==> src/rtl/sublime_phase_pkg.sv <==
// Shared types for the phase sweeper: sequencer states and voice-count helper.
package sublime_phase_pkg;

    typedef enum logic [1:0] {
        ST_CLEAR = 2'd0,
        ST_IDLE  = 2'd1,
        ST_SWEEP = 2'd2,
        ST_DRAIN = 2'd3
    } state_t;

    function automatic int unsigned voice_count(input int unsigned voice_bits);
        return 32'd1 << voice_bits;
    endfunction

endpackage

==> src/rtl/sublime_phase_inc_regs.sv <==
// Per-voice increment register file: one synchronous write port, one combinational read port.
// Read reflects writes from the cycle after the write edge.
module sublime_phase_inc_regs
    import sublime_phase_pkg::*;
#(
    parameter int VOICE_BITS  = 3,
    parameter int PHASE_WIDTH = 32
) (
    input  logic                   clk,
    input  logic                   rst,
    input  logic                   we,
    input  logic [VOICE_BITS-1:0]  waddr,
    input  logic [PHASE_WIDTH-1:0] wdata,
    input  logic [VOICE_BITS-1:0]  raddr,
    output logic [PHASE_WIDTH-1:0] rdata
);
    localparam int N = int'(voice_count(VOICE_BITS));

    logic [PHASE_WIDTH-1:0] regs [N];

    always_ff @(posedge clk) begin
        if (rst) begin
            for (int i = 0; i < N; i++) begin
                regs[i] <= '0;
            end
        end else if (we) begin
            regs[waddr] <= wdata;
        end
    end

    assign rdata = regs[raddr];

endmodule

==> src/rtl/sublime_phase_sweeper.sv <==
// Per-voice phase accumulator: zeroes the external RAM after reset, then on each tick
// read-modify-writes every voice (phase += inc) and streams the results, N+2 cycles per sweep.
module sublime_phase_sweeper
    import sublime_phase_pkg::*;
#(
    parameter int VOICE_BITS  = 3,
    parameter int PHASE_WIDTH = 32
) (
    input  logic                   clk,
    input  logic                   rst,
    input  logic                   sample_tick,
    input  logic                   inc_we,
    input  logic [VOICE_BITS-1:0]  inc_voice,
    input  logic [PHASE_WIDTH-1:0] inc_value,
    input  logic                   overrun_clr,
    output logic [VOICE_BITS-1:0]  ram_raddr,
    output logic [VOICE_BITS-1:0]  ram_waddr,
    output logic                   ram_we,
    output logic [PHASE_WIDTH-1:0] ram_din,
    input  logic [PHASE_WIDTH-1:0] ram_dout,
    output logic                   phase_valid,
    output logic [VOICE_BITS-1:0]  phase_voice,
    output logic [PHASE_WIDTH-1:0] phase_out,
    output logic                   busy,
    output logic                   overrun
);
    localparam int              N    = int'(voice_count(VOICE_BITS));
    localparam [VOICE_BITS-1:0] LAST = VOICE_BITS'(N - 1);

    state_t                 state;
    logic [VOICE_BITS-1:0]  clr_cnt;
    logic [VOICE_BITS-1:0]  rd_addr;
    logic [VOICE_BITS-1:0]  wb_idx;
    logic                   wb_vld;
    logic [PHASE_WIDTH-1:0] inc_rd;
    logic [PHASE_WIDTH-1:0] wb_sum;
    logic                   tick_dropped;

    sublime_phase_inc_regs #(
        .VOICE_BITS  (VOICE_BITS),
        .PHASE_WIDTH (PHASE_WIDTH)
    ) u_inc_regs (
        .clk   (clk),
        .rst   (rst),
        .we    (inc_we),
        .waddr (inc_voice),
        .wdata (inc_value),
        .raddr (wb_idx),
        .rdata (inc_rd)
    );

    // RAM data for voice i arrives one cycle after its read, so write-back trails the read by one.
    assign wb_sum       = ram_dout + inc_rd;
    assign tick_dropped = sample_tick && (state == ST_SWEEP || state == ST_DRAIN);

    always_ff @(posedge clk) begin
        if (rst) begin
            state       <= ST_CLEAR;
            clr_cnt     <= '0;
            rd_addr     <= '0;
            wb_idx      <= '0;
            wb_vld      <= 1'b0;
            phase_valid <= 1'b0;
            phase_voice <= '0;
            phase_out   <= '0;
            overrun     <= 1'b0;
        end else begin
            wb_vld      <= (state == ST_SWEEP);
            wb_idx      <= rd_addr;
            phase_valid <= wb_vld;
            if (wb_vld) begin
                phase_voice <= wb_idx;
                phase_out   <= wb_sum;
            end

            case (state)
                ST_CLEAR: begin
                    clr_cnt <= clr_cnt + 1'b1;
                    if (clr_cnt == LAST) begin
                        state <= ST_IDLE;
                    end
                end
                ST_IDLE: begin
                    if (sample_tick) begin
                        state   <= ST_SWEEP;
                        rd_addr <= '0;
                    end
                end
                ST_SWEEP: begin
                    if (rd_addr == LAST) begin
                        state <= ST_DRAIN;
                    end else begin
                        rd_addr <= rd_addr + 1'b1;
                    end
                end
                ST_DRAIN: state <= ST_IDLE;
                default:  state <= ST_CLEAR;
            endcase

            // A set in the same cycle as a clear must win.
            if (tick_dropped) begin
                overrun <= 1'b1;
            end else if (overrun_clr) begin
                overrun <= 1'b0;
            end
        end
    end

    always_comb begin
        ram_we    = 1'b0;
        ram_waddr = wb_idx;
        ram_din   = wb_sum;
        if (state == ST_CLEAR) begin
            // Held reset keeps the RAM untouched; clearing starts once reset is released.
            ram_we    = !rst;
            ram_waddr = clr_cnt;
            ram_din   = '0;
        end else begin
            ram_we = wb_vld;
        end
    end

    assign ram_raddr = rd_addr;
    assign busy      = (state != ST_IDLE);

endmodule

==> config.mk <==
export PLATFORM = sky130hd
export DESIGN_NAME = sublime_phase_sweeper
export DESIGN_NICKNAME = d
export VERILOG_FILES = /design/src/rtl/sublime_phase_pkg.sv /design/src/rtl/sublime_phase_inc_regs.sv /design/src/rtl/sublime_phase_sweeper.sv
export SDC_FILE = /design/constraint.sdc
export NUM_CORES = 1
export LEC_CHECK = 0
export ABC_AREA = 0
export BUFFER_PORTS_ARGS = -buffer_cell sky130_fd_sc_hd__buf_2
export CAP_MARGIN = 10
export CORE_MARGIN = 10
export CORE_UTILIZATION = 34
export CTS_CLUSTER_DIAMETER = 80
export DETAILED_ROUTE_END_ITERATION = 8
export PLACE_DENSITY = 0.48
export SYNTH_ARGS = -nofsm -noshare
export SYNTH_HDL_FRONTEND = slang
export SYNTH_HIERARCHICAL = 1
export SYNTH_SLANG_ARGS = --single-unit
export TNS_END_PERCENT = 100
==> constraint.sdc <==
create_clock -name clk -period 5.6 [get_ports clk]
set_clock_uncertainty 0.2 [all_clocks]
set_input_delay 0.84 -clock clk [delete_from_list [all_inputs] [get_ports clk]]
set_output_delay 0.84 -clock clk [all_outputs]
set_load 0.01 [all_outputs]
# [Word-level counts from Yosys, hierarchy flattened]
# Memories as Yosys holds them, arrays and structs flattened. A register that Yosys moved wholly into a read port is not among the register bits.
# Cells that the tools add are included.
# Widths: inputs -> output; s select.
[op_classes] add_sub_neg=3 magnitude_cmp=0 muxes=21 n_mul=0 n_reduce_logical=9 div=0 eq_ne=10 shifts=0 bitwise_logic=0
[op_table] operator="$mux 32" n=2
[op_table] operator="$add 32x32->32" n=1
[op_table] operator="$reduce_or 32->1" n=1
[op_table] operator="$mux 3" n=5
[op_table] operator="$mux 1" n=9
[op_table] operator="$pmux 2 s4" n=1
[op_table] operator="$add 3x1->3 const B" n=2
[op_table] operator="$eq 3x3->1 const B" n=2
[op_table] operator="$mux 2" n=3
[op_table] operator="$ne 2x2->1 const B" n=3
[op_table] operator="$pmux 3 s2" n=1
[op_table] operator="$reduce_and 3->1" n=2
[op_table] operator="$eq 2x2->1 const B" n=2
[op_table] operator="$ne 2x1->1 const B" n=2
[op_table] operator="$reduce_bool 2->1" n=2
[op_table] operator="$eq 2x1->1 const B" n=1
[op_table] operator="$logic_not 2->1" n=1
[op_table] operator="$logic_and 1x1->1" n=1
[op_table] operator="$logic_not 1->1" n=1
[op_table] operator="$logic_or 1x1->1" n=1
[totals] register_bits=49 ramBits=256 mem_bits_ro=0 latch_bits=0 inputBits=72 n_memories=1 output_inout_bits=77
[memory_table] memory="u_inc_regs.regs" words=8 word_bits=32 read_ports=1 rd_clocked_by_memory_dff=1 wr=8 line_no="sublime_phase_inc_regs.sv:19" text="logic [PHASE_WIDTH-1:0] regs [N];"

# [Logic depth before layout (Yosys ltp)]
# Gate-level depths: netlist of run 1.
[depth] ltp_word=5 mapped_depth=14

# [Modules after synthesis]
# The synthesis of run 1 kept the hierarchy.
[modules_own_cells] mod="sublime_phase_inc_regs" seq_area_each_um2=7687.4 cells_per_inst=729 area_per_inst_um2=11642.4 instances=1
[modules_own_cells] mod="sublime_phase_sweeper" seq_area_each_um2=980.9 cells_per_inst=499 area_per_inst_um2=3917.5 instances=1

# [Worst setup path before layout of run 1]
# OpenSTA, ideal clock, no wires.
[synth_timing] kind="register to output" from="register wb_idx[0] (netlist name)" to="output ram_din[18]" arrival_time_ps=3501 required_time_ps=4560 n_path_buf=2 path_stages_with_launch=14 path_slack_ps=1059 path_cell_list="dfxtp_1 buf_6 buf_6 mux4_2 mux2_2 ha_1 fa_1 a21o_1 a31o_1 a2111oi_2 o41ai_2 a31o_1 xnor2_1 nor2_1"
[synth_rtl] element="end: declaration" line_no="sublime_phase_sweeper.sv:19" text="output logic [PHASE_WIDTH-1:0] ram_din,"

==> results of run 1 <==
[critical path, delay by kind of cell, from the launching register on]
kind            cells  cell delay (ns)
simple gates        3             0.58
compound gates      4             0.73
mux                 3             1.12
fa+ha+maj           1             0.39
buf+inv             4             0.60
flops               1             0.48
[registers in the layout (all words and copies together) (netlist names)]
name / flops
clr_cnt: 3
overrun: 1
phase_out: 32
phase_valid: 1
phase_voice: 3
ram_raddr: 3
state: 2
u_inc_regs/regs: 256
wb_idx: 3
wb_vld: 1
[routing by layer]
layer / vias to the layer above / part of all wire / global-route usage
met1: 5349 / 0.45 / 0.219
met2: 289 / 0.48 / 0.276
met4: 2 / 0.018 / 0.0454
met3: 48 / 0.057 / 0.0290
li1: 4970 / - / -
met5: - / 0.00028 / 0
[worst max path at each step]
| stage | cells after the start | endpoint |
|---|---|---|
| after floorplan | 13 | ram_din[18] |
| after global placement | 13 | ram_din[29] |
| after detailed placement | 13 | ram_din[22] |
| after CTS | 14 | ram_din[30] |
| after global routing | 14 | ram_din[26] |
| final | 15 | ram_din[29] |
[logic make-up after synthesis]
logic type | share of synthesized area
buf+inv | 0.0453
flops | 0.557
mux | 0.139
fa+ha+maj | 0.0326
xor+xnor | 0.0146
simple gates | 0.143
compound gates | 0.0687
[layout by cell type (no fill, tap or decap), types with 4 or more instances in the layout]
cell / instances
nor3_1: 266
edfxtp_1: 256
buf_2: 148
nor2_1: 74
dfxtp_1: 46
nand2_1: 43
buf_4: 38
clkbuf_16: 37
clkinv_1: 36
mux4_1: 36
a21oi_1: 31
ha_1: 28
mux4_2: 28
mux2_4: 25
inv_1: 20
nor2b_1: 17
o21a_1: 16
o21ai_0: 16
xnor2_1: 15
clkbuf_1: 12
mux2_2: 11
a21o_1: 11
and2_1: 11
xor2_1: 9
nand3_1: 8
and3_1: 8
a211oi_1: 8
mux2i_1: 8
ha_4: 8
o21bai_4: 8
nand3b_1: 5
clkinv_2: 5
buf_12: 5
a211o_1: 4
a31oi_1: 4
[per-stage QoR]
step                      worst slack, ns  area [um^2]  hold WS [ns]   util
after floorplan                      1.06        15600         0.281      -
after global placement              0.539        16900         0.259  0.374
after detailed placement            0.476        16900         0.264  0.374
after CTS                         0.00564        18000         0.271  0.398
after global routing           -0.0000449        18400         0.290  0.406
final                               0.125        18400         0.270  0.406
[cell type report]
class / instances / area (um^2)
fillers: 4318 / 26900
flip-flops and latches: 305 / 8670
multi-input cells: 775 / 6490
repair buffers: 196 / 1240
clock buffers: 49 / 942
well taps: 600 / 751
inverters: 52 / 195
clock inverters: 12 / 109
diodes: 1 / 2.50
[cells in the mapped netlist (20+ instances only)]
library cell	instances	share of area
nor3_1	267	0.086
edfxtp_1	256	0.49
nor2_1	75	0.018
dfxtp_1	49	0.063
clkbuf_1	44	0.011
nand2_1	44	0.011
ha_1	39	0.031
mux4_1	36	0.061
a21oi_1	34	0.011
clkinv_1	32	0.0077
mux4_2	28	0.041
mux2_4	25	0.024
buf_1	20	0.0048
inv_1	20	0.0048
[power breakdown]
group	switching (mW)	internal, mW
Combinational	0.553	0.338
Clock	0.885	1.26
Sequential	0.0397	2.59
[repair_timing]
action,4_1_cts,5_1_grt
gates cloned,1,2
buffers inserted,0,16
endpoints found under the setup margin,4,8
pin swaps,2,11
resized for setup,3,33
==> metrics.txt, run 1 <==
# TYPE chip_impl_metric gauge
chip_impl_metric{name="post-place-cells",unit=""} 1909
chip_impl_metric{name="slew_viol_final",unit=""} 0
chip_impl_metric{name="grt_start_max_net_pins",unit=""} 81
chip_impl_info{name="cts_tree",value="yes"} 1
chip_impl_metric{name="detail_route.wl_per_cell",unit="um"} 23.3
chip_impl_metric{name="die-width",unit="um"} 234
chip_impl_metric{name="vias_per_cell",unit=""} 5.36
chip_impl_metric{name="via_count",unit=""} 10658
chip_impl_metric{name="sequential_element_share_of_the_synthesized_area",unit=""} 0.557
chip_impl_metric{name="worst_setup_hold_path_clk_slew",unit="ns"} 0.06
chip_impl_metric{name="timing.fmax",unit="GHz"} 0.183
chip_impl_metric{name="finalCritPeriodShare",unit=""} 0.978
chip_impl_metric{name="die_height",unit="um"} 234
chip_impl_metric{name="min_delay_path_depth",unit=""} 2
chip_impl_info{name="sort_of_element_at_the_start_of_the_critical_path",value="flip-flop"} 1
chip_impl_info{name="most_common_cell_on_crit_path",value="mux2_4"} 1
chip_impl_metric{name="mean_syn_cell_area",unit="um^2"} 12.7
chip_impl_metric{name="critPathArrivalTime",unit="ns"} 4.43
chip_impl_info{name="crit_path_start",value="wb_idx[0]$_SDFF_PP0_"} 1
chip_impl_metric{name="fin_crit",unit="ns"} 5.47
chip_impl_metric{name="synth-async-reset-ratio",unit=""} 0
chip_impl_metric{name="power.static_leakage",unit="nW"} 6.41
chip_impl_metric{name="starting_utilization_of_the_core_area",unit=""} 0.344
chip_impl_metric{name="fp.dieArea",unit="um^2"} 54700
chip_impl_metric{name="drc",unit=""} 0
chip_impl_metric{name="total_power",unit="mW"} 5.67
chip_impl_metric{name="top_ports",unit=""} 149
chip_impl_metric{name="antenna_found_initial",unit=""} 2
chip_impl_metric{name="drt.antenna.violating_nets",unit=""} 0
chip_impl_metric{name="dr.pass1.iters",unit=""} 5
chip_impl_metric{name="cp_peak_stage_delay",unit="ns"} 0.54
chip_impl_metric{name="fp-row-count",unit=""} 78
chip_impl_metric{name="synthToLayoutAreaGrowth",unit="%"} 18.3
chip_impl_info{name="worstSetupEndpointType",value="primary output"} 1
chip_impl_info{name="clk_root_buffer_cell",value="clkbuf_16"} 1
chip_impl_metric{name="gpl.final_weighted_congestion",unit=""} 0.801
chip_impl_metric{name="total_standard_cell_area_after_synthesis",unit="um^2"} 15600
chip_impl_metric{name="dp.final_hpwl",unit="mm"} 29.2
chip_impl_metric{name="cts-htree-levels",unit=""} 2
chip_impl_info{name="critical-path-slowest-cell",value="mux4_1"} 1
chip_impl_metric{name="final-setup-viol-count",unit=""} 0
chip_impl_info{name="hold_path_class",value="reg2reg"} 1
chip_impl_metric{name="setup_total_negative_slack",unit="ns"} 0
chip_impl_metric{name="layout.cells.non_filler",unit=""} 1990
chip_impl_metric{name="dr.first_iter.drc_count",unit=""} 688
chip_impl_metric{name="post_synth_inst_count",unit=""} 1228
chip_impl_metric{name="worst_path_required",unit="ns"} 4.56
chip_impl_info{name="holdPathEnd",value="phase_out[19]$_SDFFE_PP0P_"} 1
chip_impl_metric{name="postRouteWirelength",unit="mm"} 46.4
chip_impl_info{name="r2r_end",value="phase_out[28]$_SDFFE_PP0P_"} 1
chip_impl_metric{name="via_count_of_the_first_global_routing_pass",unit=""} 10820
chip_impl_info{name="crit_type",value="reg2out"} 1
chip_impl_metric{name="globalRoute.totalOverflow",unit=""} 0
chip_impl_info{name="synth-main-ff-cell",value="edfxtp_1"} 1
chip_impl_metric{name="gr-usage-all-layers",unit=""} 0.166
chip_impl_metric{name="post_cts_hold_buffer_count",unit=""} 0
chip_impl_metric{name="power_density",unit="nW/um^2"} 308
chip_impl_metric{name="synth_enable_flop_cells",unit=""} 256
chip_impl_info{name="crit_path_cell_trace",value="buf_16, buf_4, mux4_1, mux2_4, ha_1, and3_1, and3_4, a22oi_2, a211oi_4, buf_6, o31ai_4, o32ai_2, nor2_1, mux2_4, buf_2"} 1
chip_impl_metric{name="insertion_delay",unit="ns"} 0.52
chip_impl_metric{name="synth_seq_cells",unit=""} 305
chip_impl_metric{name="tritoncts_buffer_count",unit=""} 34
chip_impl_metric{name="fin_nets",unit=""} 1476
chip_impl_metric{name="tightestPinTransition",unit="ns"} 1.13
chip_impl_metric{name="timing.final.hold_violations",unit=""} 0
chip_impl_metric{name="port_buffers",unit=""} 148
chip_impl_info{name="run_status",value="finished clean"} 1
chip_impl_metric{name="cp_max_fo",unit=""} 11
chip_impl_metric{name="regToRegSetupSlack",unit="ns"} 1.29
chip_impl_metric{name="cells_on_worst_reg2reg_path",unit=""} 14
chip_impl_info{name="worst_reg2reg_startpoint",value="wb_idx[0]$_SDFF_PP0_"} 1
chip_impl_metric{name="yosysWarnings",unit=""} 6
chip_impl_metric{name="max-clock-path-buffers",unit=""} 3
chip_impl_metric{name="netlist-cell-type-count",unit=""} 74
chip_impl_metric{name="drive_above_1_share",unit=""} 0.258
chip_impl_metric{name="core_region_area",unit="um^2"} 45300
chip_impl_metric{name="worst_slew_margin_rel",unit=""} 0.247
chip_impl_metric{name="cts.sinks",unit=""} 305
chip_impl_info{name="min_from",value="phase_out[19]$_SDFFE_PP0P_"} 1
chip_impl_metric{name="drv.max_cap_violation_count",unit=""} 0
chip_impl_metric{name="max-vdd-ir-drop",unit="V"} 0.000265
chip_impl_metric{name="grt_pass1_wl",unit="mm"} 69.0
chip_impl_metric{name="mappedNetlistNets",unit=""} 1340
Power figures use the tool's default switching activity.
==> inputs of run 2 (changes only) <==
--- a/config.mk
+++ b/config.mk
@@ -12,7 +12,7 @@
 export CORE_UTILIZATION = 34
 export CTS_CLUSTER_DIAMETER = 80
 export DETAILED_ROUTE_END_ITERATION = 8
-export PLACE_DENSITY = 0.48
+export PLACE_DENSITY = 0.49
 export SYNTH_ARGS = -nofsm -noshare
 export SYNTH_HDL_FRONTEND = slang
 export SYNTH_HIERARCHICAL = 1
==> constraint.sdc (replaced) <==
create_clock -name clk -period 5 [get_ports clk]
set_clock_uncertainty 0.2 [all_clocks]
set_input_delay 0.75 -clock clk [delete_from_list [all_inputs] [get_ports clk]]
set_output_delay 0.75 -clock clk [all_outputs]
set_load 0.01 [all_outputs]
==> metrics.txt, run 2 (synthesized netlist as in run 1, its figures left out) <==
# TYPE chip_impl_metric gauge
chip_impl_metric{name="die_height",unit="um"} 234
chip_impl_metric{name="final-seq-area",unit="um^2"} 8680
chip_impl_metric{name="fp.dieArea",unit="um^2"} 54700
chip_impl_metric{name="total_power",unit="mW"} 6.44
chip_impl_metric{name="fin_crit",unit="ns"} 5.10
chip_impl_metric{name="largest_register_ffs",unit=""} 256
chip_impl_metric{name="gr-usage-all-layers",unit=""} 0.169
chip_impl_metric{name="globalRoute.totalOverflow",unit=""} 0
chip_impl_info{name="clk_root_buffer_cell",value="clkbuf_16"} 1
chip_impl_metric{name="cp_max_fo",unit=""} 7
chip_impl_metric{name="dr.first_iter.drc_count",unit=""} 611
chip_impl_info{name="run_status",value="finished, violations left"} 1
chip_impl_metric{name="postRouteWirelength",unit="mm"} 47.3
chip_impl_metric{name="critPathArrivalTime",unit="ns"} 4.15
chip_impl_metric{name="antenna_cells_inserted",unit=""} 0
chip_impl_metric{name="port_buffers",unit=""} 148
chip_impl_metric{name="die-width",unit="um"} 234
chip_impl_metric{name="dp.final_hpwl",unit="mm"} 30.2
chip_impl_metric{name="finish.instance_area",unit="um^2"} 19000
chip_impl_info{name="crit_type",value="reg2out"} 1
chip_impl_metric{name="slew_viol_final",unit=""} 0
chip_impl_metric{name="multi_input_comb_area",unit="um^2"} 6830
chip_impl_metric{name="drv.max_cap_violation_count",unit=""} 0
chip_impl_info{name="min_from",value="phase_out[19]$_SDFFE_PP0P_"} 1
chip_impl_metric{name="via_count_of_the_first_global_routing_pass",unit=""} 11115
chip_impl_metric{name="worst_slew_margin_rel",unit=""} 0.260
chip_impl_metric{name="dp_worst_setup_slack",unit="ns"} 0.0154
chip_impl_metric{name="worst_setup_hold_path_clk_slew",unit="ns"} 0.06
chip_impl_info{name="layout.cells.most_common_list",value="nor3_1, edfxtp_1, buf_2, nor2_1, buf_4"} 1
chip_impl_metric{name="final-setup-viol-count",unit=""} 8
chip_impl_info{name="worst_reg2reg_startpoint",value="wb_idx[0]$_SDFF_PP0_"} 1
chip_impl_metric{name="groute.layer.met3.usage",unit=""} 0.0320
chip_impl_metric{name="timing.final.hold_violations",unit=""} 0
chip_impl_metric{name="fin_worst_hold_slack",unit="ns"} 0.274
chip_impl_metric{name="cts-htree-levels",unit=""} 2
chip_impl_metric{name="grtUsageMet2",unit=""} 0.280
chip_impl_metric{name="min_delay_path_depth",unit=""} 2
chip_impl_metric{name="post-place-cells",unit=""} 1928
chip_impl_metric{name="worst_path_required",unit="ns"} 4.05
chip_impl_metric{name="fp-row-count",unit=""} 78
chip_impl_info{name="top_usage_layer",value="met2"} 1
chip_impl_metric{name="max-vdd-ir-drop",unit="V"} 0.000310
chip_impl_metric{name="timing.fmax",unit="GHz"} 0.196
chip_impl_metric{name="power_density",unit="nW/um^2"} 338
chip_impl_metric{name="cells_on_worst_reg2reg_path",unit=""} 16
chip_impl_metric{name="tritoncts_buffer_count",unit=""} 34
chip_impl_metric{name="max-clock-path-buffers",unit=""} 3
chip_impl_metric{name="drc",unit=""} 0
chip_impl_metric{name="synthToLayoutAreaGrowth",unit="%"} 22.3
chip_impl_metric{name="gpl.final_weighted_congestion",unit=""} 0.829
chip_impl_metric{name="setup_total_negative_slack",unit="ns"} -0.423
chip_impl_metric{name="cts.sinks",unit=""} 305
chip_impl_metric{name="dr.pass1.iters",unit=""} 5
chip_impl_metric{name="core_region_area",unit="um^2"} 45300
chip_impl_metric{name="insertion_delay",unit="ns"} 0.52
chip_impl_info{name="rsz0062_at_grt",value="true"} 1
chip_impl_metric{name="finalCritPeriodShare",unit=""} 1.02
chip_impl_metric{name="detail_route.wl_per_cell",unit="um"} 23.3
chip_impl_metric{name="use_met1",unit=""} 0.226
chip_impl_info{name="registers.top_by_ff_count",value="u_inc_regs/regs"} 1
chip_impl_metric{name="timing.final.ws_setup",unit="ns"} -0.100
chip_impl_metric{name="placedInstanceArea",unit="um^2"} 17100
chip_impl_metric{name="regToRegSetupSlack",unit="ns"} 0.83
chip_impl_info{name="cts_tree",value="yes"} 1
chip_impl_info{name="r2r_end",value="phase_out[28]$_SDFFE_PP0P_"} 1
chip_impl_metric{name="fin_nets",unit=""} 1513
chip_impl_metric{name="antenna_found_initial",unit=""} 3
chip_impl_metric{name="via_count",unit=""} 10798
chip_impl_info{name="sort_of_element_at_the_start_of_the_critical_path",value="flip-flop"} 1
chip_impl_metric{name="grt_pass1_wl",unit="mm"} 71.0
chip_impl_metric{name="drive_above_1_share",unit=""} 0.308
chip_impl_info{name="holdPathEnd",value="phase_out[19]$_SDFFE_PP0P_"} 1
chip_impl_metric{name="drt.antenna.violating_nets",unit=""} 0
chip_impl_info{name="mostFrequentLayoutCell",value="nor3_1"} 1
chip_impl_metric{name="vias_per_cell",unit=""} 5.33
chip_impl_info{name="hold_path_class",value="reg2reg"} 1
chip_impl_metric{name="power.static_leakage",unit="nW"} 6.63
chip_impl_metric{name="top_ports",unit=""} 149
chip_impl_info{name="failed_checks",value="negative setup slack"} 1
chip_impl_info{name="layout_top_registers",value="u_inc_regs/regs: 256 flops, phase_out: 32 flops"} 1
chip_impl_metric{name="final_core_util",unit=""} 0.420
chip_impl_metric{name="layout.cells.non_filler",unit=""} 2026
chip_impl_metric{name="grt_start_max_net_pins",unit=""} 89
chip_impl_info{name="worstSetupEndpointType",value="primary output"} 1
chip_impl_metric{name="starting_utilization_of_the_core_area",unit=""} 0.344
chip_impl_metric{name="fill_cell_total_of_the_finished_layout",unit=""} 4259
chip_impl_metric{name="tightestPinTransition",unit="ns"} 1.11
run 2: routing by layer:
metal  wire length (um)  vias up
met2              22700      278
met4                869        6
met3               2490       65
met5                 46        -
met1              21200     5421
li1                   -     5028
run 2: area by class of cell:
type	instances	share of cell area
Timing Repair Buffer	233	0.0814
Clock buffer	45	0.0480
Clock inverter	16	0.00638
Multi-Input combinational cell	775	0.359
Inverter	52	0.0103
Tap cell	600	0.0394
Sequential cell	305	0.456
run 2: repair_timing:
| item | in CTS | in global routing |
|---|---|---|
| setup endpoints to repair | 13 | 18 |
| pin swaps | 28 | 35 |
| hold buffers | 0 | 0 |
| resized for setup | 85 | 32 |
| buffers inserted | 20 | 16 |
| cloned | 1 | 1 |
run 2: worst max path at each step:
stage                               from           to
floorplan           wb_idx[0]$_SDFF_PP0_  ram_din[18]
global placement    wb_idx[0]$_SDFF_PP0_  ram_din[31]
detailed placement  wb_idx[0]$_SDFF_PP0_  ram_din[31]
CTS                 wb_idx[0]$_SDFF_PP0_  ram_din[29]
global route        wb_idx[0]$_SDFF_PP0_  ram_din[29]
finish              wb_idx[0]$_SDFF_PP0_  ram_din[29]
run 2: report_power, final:
part | internal, mW | total [mW] | switching, mW
Clock | 1.39 | 2.39 | 1.00
Combinational | 0.453 | 1.11 | 0.654
Sequential | 2.90 | 2.95 | 0.0475
run 2: worst max-delay path, stage by stage, from the launching register on:
cell and delay, ns:
dfxtp_4 0.39, buf_12 0.13, buf_12 0.13, mux4_1 0.55, mux2_4 0.32, ha_4 0.28
a211oi_2 0.06, o211ai_1 0.23, nand4_1 0.27, a211oi_4 0.36, o31ai_4 0.12, o32ai_2 0.25
nor2_1 0.10, mux2_4 0.31, buf_6 0.12
==> inputs of run 3 (changes only) <==
--- a/config.mk
+++ b/config.mk
@@ -6,13 +6,12 @@
 export NUM_CORES = 1
 export LEC_CHECK = 0
 export ABC_AREA = 0
-export BUFFER_PORTS_ARGS = -buffer_cell sky130_fd_sc_hd__buf_2
+export BUFFER_PORTS_ARGS = -buffer_cell sky130_fd_sc_hd__buf_4
 export CAP_MARGIN = 10
 export CORE_MARGIN = 10
 export CORE_UTILIZATION = 34
 export CTS_CLUSTER_DIAMETER = 80
 export DETAILED_ROUTE_END_ITERATION = 8
-export PLACE_DENSITY = 0.49
 export SYNTH_ARGS = -nofsm -noshare
 export SYNTH_HDL_FRONTEND = slang
 export SYNTH_HIERARCHICAL = 1
==> metrics.txt, run 3 (synthesized netlist as in run 1, its figures left out) <==
# TYPE chip_impl_metric gauge
chip_impl_metric{name="antenna_cells_inserted",unit=""} 0
chip_impl_metric{name="setup_total_negative_slack",unit="ns"} -0.861
chip_impl_info{name="rsz0062_at_grt",value="true"} 1
chip_impl_metric{name="max-vdd-ir-drop",unit="V"} 0.000247
chip_impl_metric{name="top_ports",unit=""} 149
chip_impl_metric{name="port_buffers",unit=""} 148
chip_impl_metric{name="max-clock-path-buffers",unit=""} 3
chip_impl_metric{name="power_density",unit="nW/um^2"} 339
chip_impl_metric{name="via_count",unit=""} 11039
chip_impl_metric{name="cts.sinks",unit=""} 305
chip_impl_metric{name="drc",unit=""} 0
chip_impl_metric{name="detail_route.wl_per_cell",unit="um"} 22.5
chip_impl_metric{name="final_core_util",unit=""} 0.435
chip_impl_metric{name="postRouteWirelength",unit="mm"} 46.1
chip_impl_metric{name="cts-htree-levels",unit=""} 1
chip_impl_info{name="registers.top_by_ff_count",value="u_inc_regs/regs"} 1
chip_impl_metric{name="slew_viol_final",unit=""} 0
chip_impl_metric{name="fin_nets",unit=""} 1532
chip_impl_metric{name="grt_pass1_wl",unit="mm"} 68.9
chip_impl_metric{name="fin_crit",unit="ns"} 5.25
chip_impl_metric{name="worst_slew_margin_rel",unit=""} 0.314
chip_impl_info{name="failed_checks",value="negative setup slack"} 1
chip_impl_metric{name="grt_start_max_net_pins",unit=""} 73
chip_impl_metric{name="die_height",unit="um"} 234
chip_impl_metric{name="fp-row-count",unit=""} 78
chip_impl_info{name="mostFrequentLayoutCell",value="nor3_1"} 1
chip_impl_metric{name="worst_path_required",unit="ns"} 4.05
chip_impl_info{name="sort_of_element_at_the_start_of_the_critical_path",value="flip-flop"} 1
chip_impl_info{name="layout_top_registers",value="u_inc_regs/regs: 256 flops, phase_out: 32 flops"} 1
chip_impl_info{name="layout.cells.most_common_list",value="nor3_1, edfxtp_1, buf_4, nor2_1, dfxtp_1"} 1
chip_impl_info{name="worstSetupEndpointType",value="primary output"} 1
chip_impl_metric{name="largest_register_ffs",unit=""} 256
chip_impl_metric{name="insertion_delay",unit="ns"} 0.57
chip_impl_metric{name="tightestPinTransition",unit="ns"} 1.03
chip_impl_metric{name="via_count_of_the_first_global_routing_pass",unit=""} 11269
chip_impl_metric{name="timing.final.ws_setup",unit="ns"} -0.255
chip_impl_info{name="crit_type",value="reg2out"} 1
chip_impl_metric{name="final-setup-viol-count",unit=""} 9
chip_impl_metric{name="finalCritPeriodShare",unit=""} 1.05
chip_impl_metric{name="dr.pass1.iters",unit=""} 5
chip_impl_metric{name="critPathArrivalTime",unit="ns"} 4.30
chip_impl_info{name="run_status",value="finished, violations left"} 1
chip_impl_metric{name="dp_worst_setup_slack",unit="ns"} 0.107
chip_impl_metric{name="timing.final.hold_violations",unit=""} 0
chip_impl_metric{name="gpl.final_weighted_congestion",unit=""} 0.832
chip_impl_metric{name="worst_setup_hold_path_clk_slew",unit="ns"} 0.07
chip_impl_metric{name="dr.first_iter.drc_count",unit=""} 744
chip_impl_metric{name="antenna_found_initial",unit=""} 0
chip_impl_info{name="cts_tree",value="yes"} 1
chip_impl_metric{name="vias_per_cell",unit=""} 5.40
chip_impl_metric{name="starting_utilization_of_the_core_area",unit=""} 0.344
chip_impl_metric{name="fin_worst_hold_slack",unit="ns"} 0.267
chip_impl_metric{name="tritoncts_buffer_count",unit=""} 30
chip_impl_metric{name="timing.fmax",unit="GHz"} 0.190
chip_impl_info{name="clk_root_buffer_cell",value="clkbuf_16"} 1
chip_impl_metric{name="synthToLayoutAreaGrowth",unit="%"} 26.7
chip_impl_metric{name="core_region_area",unit="um^2"} 45300
chip_impl_metric{name="fp.dieArea",unit="um^2"} 54700
chip_impl_metric{name="die-width",unit="um"} 234
chip_impl_metric{name="globalRoute.totalOverflow",unit=""} 0
chip_impl_metric{name="dp.final_hpwl",unit="mm"} 30.1
chip_impl_info{name="hold_path_class",value="in2reg"} 1
chip_impl_metric{name="cp_max_fo",unit=""} 10
chip_impl_metric{name="drt.antenna.violating_nets",unit=""} 0
chip_impl_metric{name="power.static_leakage",unit="nW"} 6.84
chip_impl_metric{name="drive_above_1_share",unit=""} 0.333
chip_impl_metric{name="gr-usage-all-layers",unit=""} 0.161
chip_impl_metric{name="drv.max_cap_violation_count",unit=""} 0
-- run 3: path summary, 6_finish.rpt --
check,slack [ns],to,from,depth (start not counted)
worst max register to register,0.74,phase_out[22]$_SDFFE_PP0P_,wb_idx[0]$_SDFF_PP0_,18
worst min-delay path,0.27,overrun$_SDFFE_PP0P_,overrun_clr,3
worst max-delay path,-0.25,ram_din[29],wb_idx[0]$_SDFF_PP0_,14
worst min register to register,0.27,phase_out[24]$_SDFFE_PP0P_,phase_out[24]$_SDFFE_PP0P_,2
-- run 3: layout make-up --
type,instances,area (um^2)
clock buffer,33,783
clock inverter,23,308
fill,4122,25600
inverter,52,195
multi-input combinational,775,6910
sequential,305,8680
tap,600,751
timing repair buffer,256,2100
-- run 3: critical path: stages (launching register included) --
cell and delay (ns):
dfxtp_4 0.37, buf_12 0.13, buf_12 0.14, mux4_1 0.56, mux2_4 0.31, ha_4 0.29
nand4_1 0.14, a21oi_2 0.19, nand4_1 0.22, a211oi_4 0.37, o31ai_4 0.11, o32ai_2 0.34
nor2_1 0.10, mux2_4 0.31, buf_6 0.12
-- run 3: power by group --
part | switching, mW | total (mW) | internal [mW]
clock network | 0.981 | 2.51 | 1.53
registers | 0.0494 | 2.95 | 2.90
logic | 0.677 | 1.21 | 0.537
total | 1.71 | 6.68 | 4.97
-- run 3: through the flow --
step / area [um^2] / std cells / total power, mW
after floorplan: 15600 / 1228 / 3.61
after global placement: 17500 / 1930 / 4.00
after detailed placement: 17500 / 1930 / 4.02
after CTS: 19200 / 2018 / 6.64
after global routing: 19700 / 2044 / 6.91
final: 19700 / 2044 / 6.68
-- run 3: timing repair --
| action | in CTS | in global routing |
|---|---|---|
| buffers inserted | 32 | 26 |
| pin swaps | 30 | 38 |
| endpoints found under the hold margin | 0 | 0 |
| setup endpoints to repair | 20 | 16 |
| gates resized for setup | 82 | 52 |
| hold buffers | 0 | 0 |
-- run 3: per-layer routing --
metal	part of all wire	up-vias	track usage
li1	-	5069	-
met1	0.42	5517	0.211
met2	0.49	392	0.276
met3	0.072	61	0.0255
met4	0.019	0	0.0389
met5	0	-	0
